$ cat src/rtl/serial_adder_pkg.sv
// Shared definitions for the bit-serial adder: FSM state encodings.
package serial_adder_pkg;

    typedef enum logic [1:0] {
        S_IDLE = 2'd0,
        S_RUN  = 2'd1,
        S_DONE = 2'd2
    } state_t;

endpackage

$ cat src/rtl/Full_Adder.sv
// Existing 1-bit full adder cell driven by the serial adder sequencer.
module Full_Adder (
    input  logic D1,
    input  logic D2,
    input  logic Cin,
    output logic Sout,
    output logic Cout
);

    assign Sout = D1 ^ D2 ^ Cin;
    assign Cout = (D1 & D2) | (D1 & Cin) | (D2 & Cin);

endmodule

$ cat src/rtl/serial_adder.sv
// Bit-serial LSB-first adder: one Full_Adder plus a carry flip-flop, one bit per clock.
// Define SERIAL_ADDER_OVF_EN to add the two's-complement overflow output ovf_out.
module serial_adder
    import serial_adder_pkg::*;
#(
    parameter int WIDTH = 8
) (
    input  logic             clk,
    input  logic             rst_n,
    input  logic             start,
    input  logic [WIDTH-1:0] a_in,
    input  logic [WIDTH-1:0] b_in,
    input  logic             c_in,
    output logic             busy,
    output logic             done,
    output logic [WIDTH-1:0] sum_out,
`ifdef SERIAL_ADDER_OVF_EN
    output logic             ovf_out,
`endif
    output logic             c_out
);

    localparam int CW = $clog2(WIDTH);
    localparam logic [CW-1:0] LAST = CW'(WIDTH - 1);

    state_t           state;
    state_t           state_nxt;
    logic [WIDTH-1:0] a_sr;
    logic [WIDTH-1:0] b_sr;
    logic [WIDTH-1:0] sum_sr;
    logic [CW-1:0]    count;
    logic             carry;
    logic             fa_s;
    logic             fa_c;
    logic             accept;

    assign accept = start && (state == S_IDLE || state == S_DONE);

    always_ff @(posedge clk) begin
        if (!rst_n) begin
            state <= S_IDLE;
        end else begin
            state <= state_nxt;
        end
    end

    always_comb begin
        state_nxt = state;
        unique case (state)
            S_IDLE:  if (start) state_nxt = S_RUN;
            S_RUN:   if (count == LAST) state_nxt = S_DONE;
            S_DONE:  state_nxt = start ? S_RUN : S_IDLE;
            default: state_nxt = S_IDLE;
        endcase
    end

    always_comb begin
        busy = (state == S_RUN);
        done = (state == S_DONE);
    end

    Full_Adder u_fa (
        .D1   (a_sr[0]),
        .D2   (b_sr[0]),
        .Cin  (carry),
        .Sout (fa_s),
        .Cout (fa_c)
    );

    // Operands shift right so bit 0 always feeds the cell; sum fills from the MSB end.
    always_ff @(posedge clk) begin
        if (!rst_n) begin
            a_sr   <= '0;
            b_sr   <= '0;
            sum_sr <= '0;
            carry  <= 1'b0;
            count  <= '0;
        end else if (accept) begin
            a_sr  <= a_in;
            b_sr  <= b_in;
            carry <= c_in;
            count <= '0;
        end else if (state == S_RUN) begin
            a_sr   <= {1'b0, a_sr[WIDTH-1:1]};
            b_sr   <= {1'b0, b_sr[WIDTH-1:1]};
            sum_sr <= {fa_s, sum_sr[WIDTH-1:1]};
            carry  <= fa_c;
            count  <= count + 1'b1;
        end
    end

`ifdef SERIAL_ADDER_OVF_EN
    logic ovf;

    // On the MSB step the carry FF still holds the carry into the MSB.
    always_ff @(posedge clk) begin
        if (!rst_n) begin
            ovf <= 1'b0;
        end else if (state == S_RUN && count == LAST) begin
            ovf <= carry ^ fa_c;
        end
    end

    assign ovf_out = ovf;
`endif

    assign sum_out = sum_sr;
    assign c_out   = carry;

endmodule
$ cat config.mk
export PLATFORM = sky130hd
export DESIGN_NAME = serial_adder
export DESIGN_NICKNAME = d
export VERILOG_FILES = /design/src/rtl/serial_adder_pkg.sv /design/src/rtl/Full_Adder.sv /design/src/rtl/serial_adder.sv
export SDC_FILE = /design/constraint.sdc
export NUM_CORES = 1
export LEC_CHECK = 0
export ABC_CLOCK_PERIOD_IN_PS = 2050
export BUFFER_PORTS_ARGS = -buffer_cell sky130_fd_sc_hd__buf_2
export CAP_MARGIN = 10
export CORE_MARGIN = 10
export CORE_UTILIZATION = 50
export DETAILED_ROUTE_END_ITERATION = 12
export GPL_TIMING_DRIVEN = 1
export PLACE_DENSITY_LB_ADDON = 0.25
export REMOVE_ABC_BUFFERS = 1
export SLEW_MARGIN = 20
export SYNTH_ARGS = -nofsm -noshare
export SYNTH_HDL_FRONTEND = slang
export SYNTH_SLANG_ARGS = --single-unit
$ cat constraint.sdc
create_clock -name clk -period 2.05 [get_ports clk]
set_input_delay 0.41 -clock clk [delete_from_list [all_inputs] [get_ports clk]]
set_output_delay 0.41 -clock clk [all_outputs]
set_load 0.005 [all_outputs]
==> results.yml <==
status:
  outcome: "finished clean"
sta:
  worst-slew-pin-transition_ps: 779
  final.period_utilization: 0.757
  relSlewSlack: 0.481
  max_clock_freq_mhz: 645
  setup-tns-final_ps: 0
  post-route-min-period_ps: 1550
  clock-skew-final_ps: 5.11
  setup_viol: 0
  final_max_slew_viol_count: 0
  timing_hold_violations_final: 0
  unrepaired_setup_endpoints_after_global_routing: "no"
layout:
  drive_above_1_share: 0.237
  syn_to_final_growth_pct: 15.9
  num_antenna_cells: 0
  design_area_sq_um: 1420
  final_cells: 197
  count_of_nets_after_finishing: 191
logic_synthesis:
  synth_commonest_cells: "sky130_fd_sc_hd__nand2_1, sky130_fd_sc_hd__dfxtp_1, sky130_fd_sc_hd__a21boi_1, sky130_fd_sc_hd__nor2_1"
  post_synthesis_instance_total: 140
  yosys.area.top_type_share: 0.489
  synth.ff_latch_count: 30
  synth_top_cells_by_area: "sky130_fd_sc_hd__dfxtp_1, sky130_fd_sc_hd__nand2_1, sky130_fd_sc_hd__a21boi_1"
  yosys.cell_count.top_type: "sky130_fd_sc_hd__nand2_1"
  synth_top_area_cell: "sky130_fd_sc_hd__dfxtp_1"
  synth_area_per_cell_sq_um: 8.77
  yosys_synthesis_warning_count: 0
  postSynth.asyncResetShare: 0
  synthFlopType: "sky130_fd_sc_hd__dfxtp_1"
  synth-edff-count: 0
  ys_seq_area_frac: 0.489
  synth_area_sq_um: 1230
  synth.lib_cells_used.distinct: 24
grt:
  grt_max_degree: 29
  grt_use_total: 0.118
  grt_pass1_wl_microns: 4730
  antenna_found_initial: 0
  global_route.overflow_total: 0
  first_global_vias: 1064
route:
  routed_wl_microns: 2780
  detail_route.wirelength.met1_microns: 1190
  vias: 1069
  met3_length_microns: 270
  drt_pass1_iterations: 4
  wl_met2_microns: 1290
  drt-wirelength-per-cell_microns: 14.1
  via_per_inst: 5.43
  drtIter0Drc: 61
  route.antenna.remaining_nets: 0
  drc: 0
  highest-signal-layer: "met4"
worst_setup_path:
  arrival_ps: 1140
  crit-reg2reg-launch: "state[0]$_SDFFE_PN0P_"
  worstPathRequired_ps: 1640
  rr_endpoint: "count[1]$_SDFFE_PP0N_"
  worst-setup-path-type: "reg2out"
  path_cells: "nand2b_1 -> clkinv_2 -> buf_2"
  max_stage_delay_ps: 340
  worst-r2r-cell-count: 3
  startpoint_type: "flip-flop"
  critical_path.max_fanout: 12
  ff2ff_setup_slack_ps: 600
  crit_slowest_cell: "sky130_fd_sc_hd__dfxtp_1"
  critPathCaptureType: "output port"
power:
  ir_worst_vdd_mv: 0.534
  powerDensity_nw_per_um2: 812
  static-leakage-power_uw: 0.000601
  design_power_total_uw: 1160
clock_tree:
  cts_max_path_buffers: 2
  ctsHtreeMaxLevel: 2
  ctsRootBufferMaster: "sky130_fd_sc_hd__clkbuf_4"
  worst_skew_pair.late_latency_ps: 330
  post_cts_buffers: 0
  clk_transition_reported_paths_ps: 90
  cts.sinks: 30
  cts.repair.resized: 0
  tritoncts: "done"
  cts_made_buffers: 5
  cts.hold.buffers_added: 0
placed_design:
  io_buffers: 30
  place_area_sq_um: 1360
  gp_congestion: 0.725
  dp.final_hpwl_microns: 1880
  dp.cells: 189
die:
  floorplan.io_pins: 31
  die_h_microns: 69.5
  full_die_area_sq_um: 4840
  row_count: 17
  starting_utilization_of_the_core_area: 0.539
  fp.coreArea_sq_um: 2280
  dieWidth_microns: 69.5
flow_run:
  maxcap_violations: 0
hold_path:
  holdPathEnd: "a_sr[7]$_SDFFE_PN0P_"
  worstHoldPathType: "in2reg"
  origin_of_the_worst_min_delay_path: "a_in[7]"
  min_delay_path_depth: 3
-- worst max-delay path: cells and delay by family, from the launching register on --
family                 cells  cell delay [ps]
DFF                        1              340
buffers and inverters      2              330
and+or+nand+nor            1              150
-- placed cells by master, fill, tap and decap left out, drive strengths merged, types with 4 or more instances in the layout --
| cell | n |
|---|---|
| buf | 32 |
| nand2 | 31 |
| dfxtp | 30 |
| a21boi | 12 |
| nor2 | 10 |
| o221ai | 9 |
| nor3 | 9 |
| clkbuf | 7 |
| o21ai | 4 |
| nand3 | 4 |
-- worst max path at each step --
stage                          startpoint                     to  slack (ps)  depth (start not counted)
finish              state[1]$_SDFFE_PN0P_                   busy         500                          3
global placement                    start   b_sr[2]$_SDFFE_PN0P_         600                          4
detailed placement                  start  count[1]$_SDFFE_PP0N_         510                          4
floorplan           state[1]$_SDFFE_PN0P_   a_sr[0]$_SDFFE_PN0P_         250                          4
global route        state[1]$_SDFFE_PN0P_                   busy         400                          3
CTS                 state[1]$_SDFFE_PN0P_                   busy         490                          3
-- final cells by class --
type / instances / area, sq um
Clock buffer: 7 / 55.1
Tap cell: 28 / 35.0
Timing Repair Buffer: 32 / 165
Inverter: 1 / 5.00
Multi-Input combinational cell: 98 / 557
Clock inverter: 1 / 5.00
Fill cell: 204 / 853
Sequential cell: 30 / 601
-- layer usage --
metal	vias to the layer above	track usage
met5	-	0
met4	0	0.0532
met3	5	0.0599
met2	43	0.191
met1	476	0.126
li1	545	-
-- sequential cells by signal, indices dropped and copies added, names as in the netlist --
signal	cells
sum_out	8
count	3
b_sr	8
c_out	1
state	2
a_sr	8
-- kinds of logic after synthesis --
logic type,Yosys count,share of synthesized area
AO/OA/AOI/OAI,34,0.200
XOR/XNOR,1,0.00714
adder cells (fa/ha/maj),3,0.0367
buffers and inverters,12,0.0571
flip-flops,30,0.489
AND/OR/NAND/NOR,60,0.210
-- per-stage QoR --
stage | worst slack, ps | util | hold WS, ps
after floorplan | 251 | - | 432
after global placement | 595 | 0.599 | 440
after detailed placement | 508 | 0.599 | 453
after CTS | 487 | 0.625 | 299
after global routing | 403 | 0.625 | 305
final | 499 | 0.625 | 306
-- where the power goes --
group          internal [uW]  total (uW)  switching, uW
Combinational           63.4         150           86.9
Sequential               619         640           21.7
Clock                    166         364            198
Power figures use the tool's default switching activity.
